--- config.mk ---
export PLATFORM = sky130hd
export DESIGN_NAME = clock_divider_multi
export DESIGN_NICKNAME = d
export VERILOG_FILES = /design/src/rtl/clkdiv_pkg.sv /design/src/rtl/clkdiv_channel.sv /design/src/rtl/clock_divider_multi.sv
export SDC_FILE = /design/constraint.sdc
export NUM_CORES = 1
export LEC_CHECK = 0
export BUFFER_PORTS_ARGS = -buffer_cell sky130_fd_sc_hd__clkbuf_2
export CAP_MARGIN = 20
export CORE_AREA = 2 2 136 138
export CTS_BUF_LIST = sky130_fd_sc_hd__clkbuf_8
export CTS_CLUSTER_DIAMETER = 40
export DETAILED_ROUTE_END_ITERATION = 10
export DIE_AREA = 0 0 138 140
export SYNTH_ARGS = -nofsm -noshare
export SYNTH_HDL_FRONTEND = slang
export SYNTH_SLANG_ARGS = --single-unit
--- constraint.sdc ---
create_clock -name clk_in -period 2.4 [get_ports clk_in]
set_input_delay 0 -clock clk_in [delete_from_list [all_inputs] [get_ports clk_in]]
set_output_delay 0 -clock clk_in [all_outputs]
set_load 0.005 [all_outputs]
--- src/rtl/clkdiv_pkg.sv ---
// Shared types, default parameters and the effective-high helper for the multi-channel clock divider.
package clkdiv_pkg;

    localparam int unsigned N_CH_DEF  = 4;
    localparam int unsigned DIV_W_DEF = 8;
    localparam int unsigned MAX_W     = 16;

    typedef enum logic {
        CH_IDLE,
        CH_RUN
    } ch_state_t;

    // One extra bit holds div+1 so div = all-ones still halves correctly.
    function automatic logic [MAX_W-1:0] eff_high(
        input logic [MAX_W-1:0] div,
        input logic [MAX_W-1:0] high,
        input logic             half
    );
        logic [MAX_W:0] p;
        p = ({1'b0, div} + (MAX_W+1)'(1)) >> 1;
        return half ? MAX_W'(p) : high;
    endfunction

endpackage

--- src/rtl/clkdiv_channel.sv ---
// One divider channel: phase counter, shadowed divisor/high length, registered clock and tick outputs.
module clkdiv_channel
    import clkdiv_pkg::*;
#(
    parameter int unsigned DIV_W = DIV_W_DEF
) (
    input  logic             clk_in,
    input  logic             nrst,
    input  logic             en_i,
    input  logic [DIV_W-1:0] div_i,
    input  logic [DIV_W-1:0] high_i,
    input  logic             half_i,
    input  logic             sync_i,
    output logic             clk_out,
    output logic             tick_o
);

    ch_state_t        state;
    logic [DIV_W-1:0] cnt;
    logic [DIV_W-1:0] cnt_nxt;
    logic [DIV_W-1:0] div_r;
    logic [DIV_W-1:0] high_r;
    logic [MAX_W-1:0] h_ext;
    logic [DIV_W-1:0] h;
    logic             reload;
    logic             out_r;
    logic             tick_r;

    assign h_ext   = eff_high(MAX_W'(div_i), MAX_W'(high_i), half_i);
    assign h       = DIV_W'(h_ext);
    assign cnt_nxt = cnt + DIV_W'(1);
    // Start, sync and wrap collapse into one restart, so a sync on the wrap edge ticks once.
    assign reload  = (state == CH_IDLE) || sync_i || (cnt == div_r);

    always_ff @(posedge clk_in or negedge nrst) begin
        if (!nrst) begin
            state  <= CH_IDLE;
            cnt    <= '0;
            div_r  <= '0;
            high_r <= '0;
            out_r  <= 1'b0;
            tick_r <= 1'b0;
        end else if (!en_i) begin
            state  <= CH_IDLE;
            cnt    <= '0;
            out_r  <= 1'b0;
            tick_r <= 1'b0;
        end else if (reload) begin
            state  <= CH_RUN;
            div_r  <= div_i;
            high_r <= h;
            cnt    <= '0;
            out_r  <= (h != '0);
            tick_r <= 1'b1;
        end else begin
            cnt    <= cnt_nxt;
            out_r  <= (cnt_nxt < high_r);
            tick_r <= 1'b0;
        end
    end

    assign clk_out = out_r;
    assign tick_o  = tick_r;

endmodule

--- src/rtl/clock_divider_multi.sv ---
// N_CH independent programmable clock dividers sharing a phase-align sync strobe.
module clock_divider_multi
    import clkdiv_pkg::*;
#(
    parameter int unsigned N_CH  = N_CH_DEF,
    parameter int unsigned DIV_W = DIV_W_DEF
) (
    input  logic                  clk_in,
    input  logic                  nrst,
    input  logic [N_CH-1:0]       en_i,
    input  logic [N_CH*DIV_W-1:0] div_i,
    input  logic [N_CH*DIV_W-1:0] high_i,
    input  logic [N_CH-1:0]       half_i,
    input  logic                  sync_i,
    output logic [N_CH-1:0]       clk_out,
    output logic [N_CH-1:0]       tick_o
);

    for (genvar c = 0; c < N_CH; c++) begin : g_ch
        clkdiv_channel #(
            .DIV_W(DIV_W)
        ) u_ch (
            .clk_in (clk_in),
            .nrst   (nrst),
            .en_i   (en_i[c]),
            .div_i  (div_i[c*DIV_W +: DIV_W]),
            .high_i (high_i[c*DIV_W +: DIV_W]),
            .half_i (half_i[c]),
            .sync_i (sync_i),
            .clk_out(clk_out[c]),
            .tick_o (tick_o[c])
        );
    end

endmodule

# Yosys cells after proc, flatten, opt, wreduce, memory -nomap -nowiden
# Cells that the tools add are included.
# word_totals
regBits,108
in_bits,75
out_inout_bits,8
wordCells,100
# classes
addsub,8
magnitude_cmp,4
eq_ne,8
mux,36
bitwise,4
n_reduce_logical,16
# op_table
cell,count
$mux W8,12
$add A8 B1 Y9 const B,4
$add A8 B1 Y8 const B,4
$eq A8 B8 Y1,4
$lt A8 B8 Y1,4
$reduce_bool A8 Y1,4
$mux W1,24
$logic_or A1 B1 Y1,8
$ne A2 B1 Y1 const B,4
$reduce_and A2 Y1,4
$not A1 Y1,4

# Longest topological paths before layout
# depth
depth_word,5
depth_mapped,10
mapped_depth_nobuf,10

# Cells and area by module
# Synthesis repeated with hierarchy kept, for this count alone.
# hier_totals
cells_unflattened,615
area_unflattened_um2,6508.7
# modules_own_cells
module,instances,cells_each,area_per_inst_um2,seq_area_each_um2
clkdiv_channel at g_ch[1].u_ch ...,3,155,1632.8,675.6
clkdiv_channel at g_ch[0].u_ch,1,150,1610.3,675.6

# Worst setup path after synthesis
# Ideal clock, no wire load.
# synth_timing
path_kind,register to register
startpoint,register g_ch[1].u_ch.cnt[0]
endpoint,register g_ch[1].u_ch.div_r[4]
setup_ns,0.127
arrival_time_ns,1.767
t_required_ns,2.273
setup_slack_ns,0.506
path_stages_with_launch,8
n_path_buf,2
synth_period_minus_slack_ns,1.894
cell_sequence,dfrtp_1 > xor2_1 > nor4_1 > a21oi_2 > nand2b_1 > buf_2 > buf_6 > mux2_1
# synth_via
elab_chain_len,3
# synth_lines
element,line_no,text
start: declaration,clkdiv_channel.sv:19,logic [DIV_W-1:0] cnt;
start signal: assignment,clkdiv_channel.sv:56,cnt <= cnt_nxt;
$eq A8 B8 Y1,clkdiv_channel.sv:33,assign reload = (state == CH_IDLE) || sync_i || (cnt == div_r);
$logic_or A1 B1 Y1,clkdiv_channel.sv:33,
$reduce_and A2 Y1 (no line),--,
end signal: assignment,clkdiv_channel.sv:50,div_r <= div_i;
end: declaration,clkdiv_channel.sv:21,logic [DIV_W-1:0] div_r;
# No other way between the ends.
# A chain may end at the register's enable or synchronous reset.

# Worst setup path after layout
# layout_timing
startpoint,input div_i[17]
endpoint,register g_ch[2].u_ch.out_r
# layout_via
elab_chain_len,5
# layout_lines
element,line_no,text
start: declaration,clock_divider_multi.sv:11,"input logic [N_CH*DIV_W-1:0] div_i,"
$add A8 B1 Y9,clkdiv_pkg.sv:20,"p = ({1'b0, div} + (MAX_W+1)'(1)) >> 1;"
$mux W8,clkdiv_pkg.sv:21,return half ? MAX_W'(p) : high;
$reduce_bool A8 Y1,clkdiv_channel.sv:53,out_r <= (h != '0);
$mux W1,clkdiv_channel.sv:48,end else if (reload) begin
$mux W1,clkdiv_channel.sv:43,end else if (!en_i) begin
end signal: assignment,clkdiv_channel.sv:53,
end signal: assignment,clkdiv_channel.sv:57,out_r <= (cnt_nxt < high_r);
end: declaration,clkdiv_channel.sv:26,logic out_r;
# No other way between the ends.

==> impl_table.tex <==
\begin{tabular}{lr}
\hline
Metric & Value \\
\hline
\multicolumn{2}{l}{\textbf{Min path}} \\
\quad Worst min-delay path category & in2reg \\
\multicolumn{2}{l}{\textbf{Route}} \\
\quad Violation count after the first detailed-routing iteration & 203 \\
\quad Per-cell routed wire length & 14.0 um \\
\quad DRT Pass-1 Iters & 4 \\
\quad Number of antenna-violating nets in the routed design & 0 \\
\quad Aggregate routed wire length & 13600 um \\
\quad Average vias per placed instance & 4.75 \\
\quad Count of vias placed by the detailed router & 4612 \\
\quad Number of remaining DRC errors & 0 \\
\multicolumn{2}{l}{\textbf{Worst setup path}} \\
\quad Chain of cells forming the critical path & dlygate4sd3\_1 -> clkbuf\_2 -> ha\_1 -> xor2\_1 -> nor2\_1 -> a21oi\_1 -> or4b\_1 -> or3\_1 -> o311a\_1 \\
\quad Maximum net fanout on the critical path & 4 \\
\quad Largest stage delay on the critical path & 0.55 ns \\
\quad Arrival @ worst endpoint & 2.42 ns \\
\quad Startpoint class of the critical path & input pin \\
\quad Worst endpoint required time & 2.68 ns \\
\quad Type of destination of the critical path & register \\
\quad Slowest cell on the critical path & dlygate4sd3\_1 \\
\quad Worst setup path category & in2reg \\
\multicolumn{2}{l}{\textbf{Clock network}} \\
\quad Root Driver & clkbuf\_8 \\
\quad Post-CTS setup buffers & 0 \\
\quad Maximum root-to-sink buffer count & 2 \\
\quad \# clock sinks & 108 \\
\quad Number of buffers created by CTS & 9 \\
\quad Worst-path clk slew & 0.12 ns \\
\quad PostCTS Resize Cnt & 0 \\
\quad CTS H-Tree Depth & 3 \\
\quad Clock latency at the later pin of the worst-skew pair & 0.40 ns \\
\quad TritonCTS clock tree & done \\
\multicolumn{2}{l}{\textbf{Yosys}} \\
\quad Cell types occupying the most area after synthesis & dfrtp\_1 44\%, mux2\_2 8.2\%, ha\_1 7.3\% \\
\quad Flip-flop and latch count after synthesis & 108 \\
\quad Count of synthesis-stage warnings from yosys & 0 \\
\quad Leading register cell type out of synthesis & dfrtp\_1 \\
\quad Mean cell area of the mapped netlist & 10.1 um\^{}2 \\
\quad Post-synth top area share & 0.439 \\
\quad Number of distinct library cells after synthesis & 42 \\
\quad Synth Instances & 608 \\
\quad Proportion of register bits with asynchronous set or reset after synthesis & 1.00 \\
\quad Mapped Area & 6150 um\^{}2 \\
\quad Synthesized Nets & 719 \\
\quad Largest area contributor in the synthesized netlist & dfrtp\_1 \\
\quad Most frequent cell after synthesis & dfrtp\_1 \\
\quad Most numerous cell types in the synthesized netlist & 108 x dfrtp\_1, 48 x xor2\_1, 45 x mux2\_2, 43 x inv\_1, 42 x nor2\_1 \\
\quad Number of synthesized flops with an enable pin & 0 \\
\quad Sequential cell area fraction in the yosys report & 0.439 \\
\multicolumn{2}{l}{\textbf{Floorplanning}} \\
\quad Die height & 140 um \\
\quad Die width & 138 um \\
\quad Initial core utilization & 0.346 \\
\quad I/O pin count & 83 \\
\quad Area inside the core boundary & 17800 um\^{}2 \\
\quad Die Footprint & 19300 um\^{}2 \\
\quad Placement Rows & 49 \\
\multicolumn{2}{l}{\textbf{Final layout}} \\
\quad Count of nets after finishing & 848 \\
\quad Final core utilization & 0.423 \\
\quad Layout cell share with drive strength beyond 1 & 0.212 \\
\quad Antenna cell count & 0 \\
\quad Fin area & 7530 um\^{}2 \\
\quad P\&R area growth vs syn & 22.3\% \\
\multicolumn{2}{l}{\textbf{Placement}} \\
\quad Post-DP HPWL & 9900 um \\
\quad Total cell area at the placement stage & 6810 um\^{}2 \\
\quad Global placement routability congestion & 0.780 \\
\quad Port-buffer cells & 82 \\
\multicolumn{2}{l}{\textbf{Run status}} \\
\quad Run status & complete, no violations \\
\multicolumn{2}{l}{\textbf{Timing}} \\
\quad Final sum of negative setup slack & 0 ns \\
\quad Worst Max-Slew Pin Slew & 0.616 ns \\
\quad Count of final setup violators & 0 \\
\quad Max\_slew headroom & 0.589 \\
\quad Final Hold Viols & 0 \\
\quad Fin crit period & 2.14 ns \\
\quad Largest clock skew in the final design & 0.0198 ns \\
\quad Unrepaired setup endpoints after global routing & false \\
\quad FMAX & 467 MHz \\
\quad Final Max Slew Viols & 0 \\
\quad Fin crit share & 0.893 \\
\multicolumn{2}{l}{\textbf{Pwr}} \\
\quad Largest vdd supply drop & 0.000353 V \\
\quad Pwr dens & 535 nW/um\^{}2 \\
\quad Leakage power summed over all cells & 0.00375 uW \\
\quad Final total power & 4030 uW \\
\multicolumn{2}{l}{\textbf{GRT}} \\
\quad Residual overflow from global routing & 0 \\
\quad Global-route wire length before repair & 22900 um \\
\quad Via count of the first global-routing pass & 4738 \\
\quad Overall routing resource usage & 0.146 \\
\quad Pin count of the biggest net entering global routing & 48 \\
\quad Number of antenna violations at the first check in global routing & 0 \\
\multicolumn{2}{l}{\textbf{Flow run}} \\
\quad MaxCap Viol Count & 0 \\
\hline
\end{tabular}
-- metal layers --
layer,vias up,routed length [um],global-route usage
li1,2351,-,-
met1,2169,6140,0.182
met2,75,6850,0.254
met3,17,398,0.0318
met4,0,218,0.0456
met5,-,0,0
-- sequential cells by signal, summed over array words and instances, names as in the netlist --
register	flops
g_ch.u_ch.high_r	32
g_ch.u_ch.cnt	32
g_ch.u_ch.div_r	32
g_ch.u_ch.clk_out	4
g_ch.u_ch.state	4
g_ch.u_ch.tick_o	4
-- placed cells by master, fill, tap and decap left out, types with 9 or more instances in the layout --
master	netlist	routed
a21oi_1	35	35
and3_1	34	34
buf_4	9	10
clkbuf_2	0	81
clkbuf_8	0	9
dfrtp_1	108	108
dlygate4sd3_1	0	51
ha_1	36	36
inv_1	43	43
mux2_2	45	45
nand2_1	37	37
nand3_1	31	31
nor2_1	42	42
o21ai_0	15	15
xnor2_1	32	32
xor2_1	48	48
-- critical path: cells and delay by family --
| kind | cells | cell delay (ns) |
|---|---|---|
| adders and majority gates | 1 | 0.24 |
| AOI/OAI and AO/OA | 2 | 0.37 |
| and+or+nand+nor | 3 | 0.96 |
| xor gates and xnor gates | 1 | 0.19 |
| buffers and inverters | 2 | 0.69 |
-- kinds of logic after synthesis --
kind of cell,Yosys count,share of synthesized area
mux,56,0.101
xor+xnor,80,0.114
compound gates,77,0.0746
simple gates,182,0.148
flops,108,0.439
fa+ha+maj,36,0.0732
buf+inv,69,0.0504
-- metrics by stage --
| stage | hold slack (ns) | worst slack [ns] | std cells |
|---|---|---|---|
| 2_1_floorplan | -0.296 | 0.506 | 608 |
| 3_3_place_gp | 0.0611 | 0.282 | 904 |
| 3_5_place_dp | 0.0620 | 0.273 | 904 |
| 4_1_cts | 0.00832 | 0.233 | 971 |
| 5_1_grt | 0.0555 | 0.0358 | 971 |
| 6_report | 0.0424 | 0.257 | 971 |
-- power by group --
group          total, uW  leakage (uW)  internal [uW]  switching (uW)
combinational        761       0.00231            386             375
clock               1180      0.000107            501             675
sequential          2090       0.00134           1990             104
total               4030       0.00375           2880            1150
-- final timing paths --
check                                             from                      to  slack (ns)  depth (start not counted)
worst max-delay path                         div_i[17]    g_ch[2].u_ch.clk_out        0.26                          9
worst min-delay path                        high_i[10]  g_ch[1].u_ch.high_r[2]        0.04                          4
worst max register to register     g_ch[0].u_ch.cnt[0]    g_ch[0].u_ch.clk_out        0.28                          9
worst min register to register  g_ch[2].u_ch.high_r[7]  g_ch[2].u_ch.high_r[7]        0.49                          2
max in group asynchronous                         nrst   g_ch[2].u_ch.div_r[1]        1.52                          3
min in group asynchronous                         nrst  g_ch[1].u_ch.high_r[1]        0.14                          2
-- layout make-up --
class	instances	area, um^2
inverters	43	161
clock buffers	9	124
clock inverters	7	81.3
repair buffers	144	1030
multi-input cells	431	3140
flip-flops and latches	108	2700
well taps	229	287
fillers	1716	10300
-- timing repair --
item	4_1_cts	5_1_grt
setup endpoints to repair	0	0
hold buffers	51	0
endpoints found under the hold margin	131	0
Note: power is estimated with default switching activity, not from simulation.
